File: src/rtl/seg7_scan_display_if.sv
// Bundle between the CPU status word and the seven-segment scan driver.
interface seg7_scan_display_if;
  logic [15:0] data;
  logic        load;
  logic        blank_lz;
  logic [6:0]  seg;
  logic [3:0]  an;
  logic        frame;
  logic        pending;

  modport master (output data, load, blank_lz, input seg, an, frame, pending);
  modport slave  (input data, load, blank_lz, output seg, an, frame, pending);
endinterface

File: src/rtl/seg7_scan_display.sv
// Four-digit multiplexed hex display driver; new values are committed only at a
// frame boundary so a scan never mixes old and new digits.
module seg7_scan_display #(
  parameter int unsigned REFRESH_DIV = 100000
) (
  input  logic                 clk,
  input  logic                 reset,
  seg7_scan_display_if.slave   bus
);

  localparam int unsigned CNT_W = (REFRESH_DIV > 1) ? $clog2(REFRESH_DIV) : 1;
  localparam logic [CNT_W-1:0] CNT_LAST = CNT_W'(REFRESH_DIV - 1);

  logic [CNT_W-1:0] cnt;
  logic [1:0]       idx;
  logic [15:0]      shadow;
  logic [15:0]      disp;
  logic             pending_q;
  logic             frame_q;
  logic [6:0]       seg_q;
  logic [3:0]       an_q;

  logic             last_c;
  logic             wrap_c;
  logic [3:0]       nib_c;
  logic             lz_c;
  logic             blank_c;
  logic [3:0]       an_c;
  logic [6:0]       seg_c;

  function automatic logic [6:0] hex7(input logic [3:0] n);
    logic [6:0] s;
    case (n)
      4'h0: s = 7'b1000000;
      4'h1: s = 7'b1111001;
      4'h2: s = 7'b0100100;
      4'h3: s = 7'b0110000;
      4'h4: s = 7'b0011001;
      4'h5: s = 7'b0010010;
      4'h6: s = 7'b0000010;
      4'h7: s = 7'b1111000;
      4'h8: s = 7'b0000000;
      4'h9: s = 7'b0010000;
      4'hA: s = 7'b0001000;
      4'hB: s = 7'b0000011;
      4'hC: s = 7'b1000110;
      4'hD: s = 7'b0100001;
      4'hE: s = 7'b0000110;
      default: s = 7'b0001110;
    endcase
    return s;
  endfunction

  assign last_c = (cnt == CNT_LAST);
  assign wrap_c = last_c && (idx == 2'd3);

  // Select the digit for the current slot and decide whether it is a leading zero.
  always_comb begin
    nib_c = disp[3:0];
    lz_c  = 1'b0;
    an_c  = 4'b1110;
    case (idx)
      2'd0: begin nib_c = disp[3:0];   lz_c = 1'b0;                an_c = 4'b1110; end
      2'd1: begin nib_c = disp[7:4];   lz_c = (disp[15:4]  == '0); an_c = 4'b1101; end
      2'd2: begin nib_c = disp[11:8];  lz_c = (disp[15:8]  == '0); an_c = 4'b1011; end
      default: begin nib_c = disp[15:12]; lz_c = (disp[15:12] == '0); an_c = 4'b0111; end
    endcase
    blank_c = bus.blank_lz && lz_c;
    seg_c   = hex7(nib_c);
  end

  always_ff @(posedge clk or negedge reset) begin
    if (!reset) begin
      cnt       <= '0;
      idx       <= 2'd0;
      shadow    <= 16'h0000;
      disp      <= 16'h0000;
      pending_q <= 1'b0;
      frame_q   <= 1'b0;
      an_q      <= 4'b1111;
      seg_q     <= 7'b1111111;
    end else begin
      cnt     <= last_c ? '0 : cnt + CNT_W'(1);
      if (last_c) idx <= idx + 2'd1;
      frame_q <= wrap_c;

      // A load on the wrap edge bypasses the shadow so it shows next frame.
      if (bus.load) begin
        shadow <= bus.data;
        if (wrap_c) begin
          disp      <= bus.data;
          pending_q <= 1'b0;
        end else begin
          pending_q <= 1'b1;
        end
      end else if (wrap_c && pending_q) begin
        disp      <= shadow;
        pending_q <= 1'b0;
      end

      an_q  <= blank_c ? 4'b1111 : an_c;
      seg_q <= blank_c ? 7'b1111111 : seg_c;
    end
  end

  assign bus.seg     = seg_q;
  assign bus.an      = an_q;
  assign bus.frame   = frame_q;
  assign bus.pending = pending_q;

endmodule

File: src/flat_wrapper.sv
// flat-port wrapper written by rule: the top's interface ports become plain ports
module seg7_scan_display_flat 
#(
  parameter int unsigned REFRESH_DIV = 100000
)
  (clk, reset, bus_data, bus_load, bus_blank_lz, bus_seg, bus_an, bus_frame, bus_pending);
  seg7_scan_display_if bus_i ();
  input  logic clk;
  input  logic reset;
  input wire logic [$bits(bus_i.data)-1:0] bus_data;
  input wire logic [$bits(bus_i.load)-1:0] bus_load;
  input wire logic [$bits(bus_i.blank_lz)-1:0] bus_blank_lz;
  output wire logic [$bits(bus_i.seg)-1:0] bus_seg;
  output wire logic [$bits(bus_i.an)-1:0] bus_an;
  output wire logic [$bits(bus_i.frame)-1:0] bus_frame;
  output wire logic [$bits(bus_i.pending)-1:0] bus_pending;
  assign bus_i.data = bus_data;
  assign bus_i.load = bus_load;
  assign bus_i.blank_lz = bus_blank_lz;
  assign bus_seg = bus_i.seg;
  assign bus_an = bus_i.an;
  assign bus_frame = bus_i.frame;
  assign bus_pending = bus_i.pending;
  seg7_scan_display #(.REFRESH_DIV(REFRESH_DIV)) u_core (.clk(clk), .reset(reset), .bus(bus_i));
endmodule
File: config.mk
export PLATFORM = sky130hd
export DESIGN_NAME = seg7_scan_display_flat
export DESIGN_NICKNAME = d
export VERILOG_FILES = /design/src/rtl/seg7_scan_display_if.sv /design/src/rtl/seg7_scan_display.sv /design/src/flat_wrapper.sv
export SDC_FILE = /design/constraint.sdc
export NUM_CORES = 1
export LEC_CHECK = 0
export CAP_MARGIN = 20
export CORE_MARGIN = 5
export CORE_UTILIZATION = 50
export DETAILED_ROUTE_END_ITERATION = 16
export PLACE_DENSITY = 0.75
export SYNTH_ARGS = -nofsm -noshare
export SYNTH_HDL_FRONTEND = slang
export SYNTH_SLANG_ARGS = --single-unit
File: constraint.sdc
create_clock -name clk -period 2 [get_ports clk]
set_input_delay 0.4 -clock clk [delete_from_list [all_inputs] [get_ports clk]]
set_output_delay 0.4 -clock clk [all_outputs]
set_load 0.03 [all_outputs]
# Yosys cells after proc, flatten, opt, wreduce, memory -nomap -nowiden
# Memories as Yosys holds them, arrays and structs flattened.
# Index checks and enable logic that the tools add are counted.
# Widths: inputs -> output; s select.
[op_classes]
add_sub_neg = 2
multipliers = 0
n_div = 0
order_cmp = 0
eq_ne = 5
shift = 0
mux = 12
n_bitwise = 0
reduce_logical = 9
[op_table]
columns = ["cell", "n"]
rows = [
  ["$mux 16", 3],
  ["$pmux 4 s3", 2],
  ["$add 17x1->17 const B", 1],
  ["$eq 17x17->1 const B", 1],
  ["$mux 17", 1],
  ["$logic_not 12->1", 1],
  ["$logic_not 8->1", 1],
  ["$mux 7", 1],
  ["$eq 2x2->1 const B", 2],
  ["$logic_not 4->1", 1],
  ["$mux 4", 1],
  ["$logic_and 1x1->1", 3],
  ["$mux 1", 3],
  ["$pmux 1 s3", 1],
  ["$add 2x1->2 const B", 1],
  ["$eq 2x1->1 const B", 1],
  ["$logic_not 2->1", 1],
  ["$ne 2x1->1 const B", 1],
  ["$reduce_and 2->1", 1],
  ["$reduce_bool 2->1", 1],
]
[totals]
register_bits = 64
latchBits = 0
mem_bits_rw = 0
romBits = 112
input_bits = 20
elab_cells = 37
mem_count = 1
[memory_table]
columns = ["name", "words", "width", "read_ports", "rd_ports_with_merged_regs", "write_ports", "line", "rtl"]
rows = [
  ["(no name shown)", 16, 7, 1, 0, 0, "seg7_scan_display.sv:33", "case (n)"],
]

# Longest topological paths before layout
[logic_depth]
ltp_word = 5
mapped_depth = 10
ltp_nobuf = 10

# Worst setup path before layout
# No wires, ideal clock.
[synth_timing]
path_type = "register -> register"
startpoint = "register u_core.idx[0]"
endpoint = "register u_core.seg_q[0] (netlist: u_core.bus.seg[0])"
arrival_time_ns = 2.003
required_ns = 1.907
setup_slack_ns = -0.096
stages_incl_launch_ff = 10
n_path_buf = 0
cell_sequence = "dfrtp_1 inv_1 ha_1 a222oi_1 mux2_2 inv_1 ha_1 a211o_1 o22ai_1 a22oi_1"
[synth_between]
elab_chain_cells = 4
[synth_lines]
columns = ["element", "line", "rtl"]
rows = [
  ["start, declared", "seg7_scan_display.sv:15", "logic [1:0] idx;"],
  ["start signal, assigned", "seg7_scan_display.sv:84", "if (last_c) idx <= idx + 2'd1;"],
  ["$eq 2x2->1, or another cell as far along", "seg7_scan_display.sv:62", "case (idx)"],
  ["$pmux 4 s3 / $pmux 1 s3 (equally long branches)", "seg7_scan_display.sv:62", ""],
  ["$mem_v2 16x7 / $logic_and 1x1->1 (equally long branches)", "--", ""],
  ["$mux 7 (*)", "seg7_scan_display.sv:102", "seg_q <= blank_c ? 7'b1111111 : seg_c;"],
  ["end signal, assigned", "seg7_scan_display.sv:102", ""],
  ["end, declared", "seg7_scan_display.sv:20", "logic [6:0] seg_q;"],
]
# Mark *: on every way between the ends. The rest lies on a longest branch, timed or not.
# A chain may end at the register's enable or synchronous reset.

# Worst setup path in the final report
# Ends and elaborated chain as after synthesis.

==> impl_metrics.toml <==
[sta]
hold_violations = 0
tightest_slew_ns = 0.557
finalSetupViolations = 2
fmax_mhz = 471
maxSlewHeadroom = 0.628
rsz0062_at_grt = "true"
setup_slack_ns = -0.124
skew_ns = 0.00651
fin_crit_sh = 1.06
period_minus_slack_ns = 2.12
finalSetupTns_ns = -0.144
slew_viol_final = 0

[flow_run]
maxCapViolations = 0

[synthesis]
synth_seq_cells = 64
synthesis.nets = 267
async_reset_ff_frac = 1.00
seq_area_frac_synth = 0.532
synthFlopType = "dfrtp_1"
avgSynthCellArea_um2 = 12.9
synth_area_um2 = 3040
synth-edff-count = 0
synth_cell_types = 42
syn_inst = 235
yosysWarnings = 0

[die]
die_height_um = 87.9
rows = 28
core-area_um2 = 5920
die_x_um = 87.9
dieArea_um2 = 7730
io_pins = 33
start_util = 0.513

[grt]
grt_usage = 0.175
grt_pass1_vias = 2182
grt_pass1_wl_um = 10100
grt_use_met3 = 0.0574
use_met1 = 0.203
use_met2 = 0.291
antenna_found_initial = 0
busiest_layer = "met2"
grt_overflow = 0
grt_start_max_net_pins = 31

[clock_network]
clockRootBuffer = "clkbuf_8"
cts_buffers = 9
htreeDepth = 3
clk_latency_ns = 0.34
hold_buffers = 0
cts_sinks = 64
clkTransAtPathRegs_ns = 0.07
cts_tree = "yes"
cts.path.max_buffers = 2

[finish]
n_antenna_cell = 0
drive_gt1_frac = 0.381
fin_util = 0.669
nFillCells = 441
layout_common_cells = "dfrtp_1, clkdlybuf4s50_1, buf_4, mux2_2"
fin_nets = 334
final_common_cell = "dfrtp_1"
final_area_um2 = 3960
regArea_um2 = 1620
multi_input_area_um2 = 1400
syn2layout_area_growth_pct = 30.4

[worst_setup_path]
crit_path_max_incr_delay_ns = 0.42
r2r_cells = 9
cp-end-kind = "flip-flop"
cp_cell_sequence = "inv_2 -> ha_4 -> a222oi_1 -> mux2_4 -> inv_2 -> ha_2 -> a211o_1 -> o22ai_1 -> a22oi_1"
path_buf_inv = 2
arrival_ns = 2.37
crit_top_cell = "inv_2"
cp.depth = 9
r2r_end = "u_core.bus.seg[0]"
cp.required_ns = 2.25
r2r_start = "u_core.idx[0]"
worstSetupPathType = "reg2reg"
critPathMaxFanout = 5
critPathLaunchType = "flip-flop"
crit_end = "u_core.bus.seg[0]"
reg2reg_slack_ns = -0.12
cpLargestDelayFamily = "compound AO/OA/AOI/OAI gates"
slowest_stage = "dfrtp_1"
setup.worst_path.start = "u_core.idx[0]"

[placed_design]
placed_area_um2 = 3630
gp_congestion = 0.875
dp_slack_ns = -0.177
port_buffers = 32
dp_hpwl_um = 4420

[routing]
drt-total-wl_um = 6290
wl_per_cell_um = 16.5
routed_via_density = 5.52
num_vias = 2110
drt_iter0_drc = 92
first_pass_iters = 4
post-route-drc-count = 0
detail-route-antenna-nets = 0

[pwr]
p_leak_uw = 0.00178
power_uw = 2650
irDropWorstVdd_uv = 468
p_per_area_nw_per_um2 = 670

[worst_hold_path]
hold_path.class = "in2async"

[outcome]
violations = "setup timing"
status = "finished with violations"
cell usage after synthesis (2+ instances only):
master	instances	area (um^2)
dfrtp_1	53	1330
mux2_2	25	282
ha_1	12	150
dfstp_2	11	289
nand2_1	11	41.3
xnor2_1	11	96.3
nand3_1	10	50.1
inv_1	9	33.8
mux2_4	9	135
and2_1	6	37.5
a21oi_1	5	25.0
nand4_1	5	31.3
a211oi_1	4	30.0
a222oi_1	4	40.0
nor2_1	4	15.0
nor2b_1	4	25.0
nor3_1	4	20.0
nor4_1	4	25.0
a211o_1	3	26.3
a21o_1	3	22.5
buf_2	3	15.0
clkbuf_1	3	11.3
mux2i_1	3	30.0
o21ai_0	3	15.0
xor2_1	3	26.3
a22oi_1	2	15.0
and4bb_2	2	25.0
o211ai_1	2	15.0
o221ai_1	2	17.5
o311ai_0	2	17.5
or3_1	2	12.5
layout make-up:
class                      instances  share of cell area
inverter                           9             0.00853
timing repair buffer              64               0.152
clock inverter                     6              0.0212
multi-input combinational        154               0.354
tap                               75              0.0237
clock buffer                      10              0.0322
sequential                        64               0.408
cells by family after synthesis:
logic type | share of synthesized area
compound gates | 0.0845
xor+xnor | 0.0404
fa+ha+maj | 0.0494
buf+inv | 0.0301
flops | 0.532
mux | 0.147
simple gates | 0.117
per-stage QoR:
stage / instances / hold WS, ns
after floorplan: 235 / 0.104
after CTS: 380 / 0.0457
after detailed placement: 360 / 0.425
after global routing: 382 / 0.0752
after global placement: 360 / 0.417
final: 382 / 0.0438
power by group:
part	internal, uW	leakage [uW]	switching, uW	total [uW]
combinational	71.8	0.000878	56.7	128
sequential	1330	0.000792	7.28	1330
clock	697	0.000110	493	1190
state kept, by name, indices dropped and copies added, names as in the netlist:
name                flops
u_core.bus.an           4
u_core.bus.frame        1
u_core.bus.pending      1
u_core.bus.seg          7
u_core.cnt             17
u_core.disp            16
u_core.idx              2
u_core.shadow          16
metal layers:
metal  wire (um)  up-vias
met5           0        -
met4         165        0
met3         312       16
met2        3150       57
met1        2660     1042
li1            -      995
worst min-delay path by stage:
stage | startpoint | to | slack [ns]
2_1_floorplan | reset | u_core.bus.frame | 0.10
3_3_place_gp | reset | u_core.cnt[8] | 0.42
3_5_place_dp | reset | u_core.cnt[8] | 0.43
4_1_cts | reset | u_core.shadow[2] | 0.05
5_1_grt | reset | u_core.shadow[2] | 0.08
6_report | reset | u_core.cnt[6] | 0.04
repair_timing:
| item | CTS | global route |
|---|---|---|
| resized for setup | 8 | 13 |
| pin swaps | 4 | 10 |
| setup buffers | 4 | 2 |
| endpoints found under the setup margin | 3 | 7 |
Power figures use the tool's default switching activity.
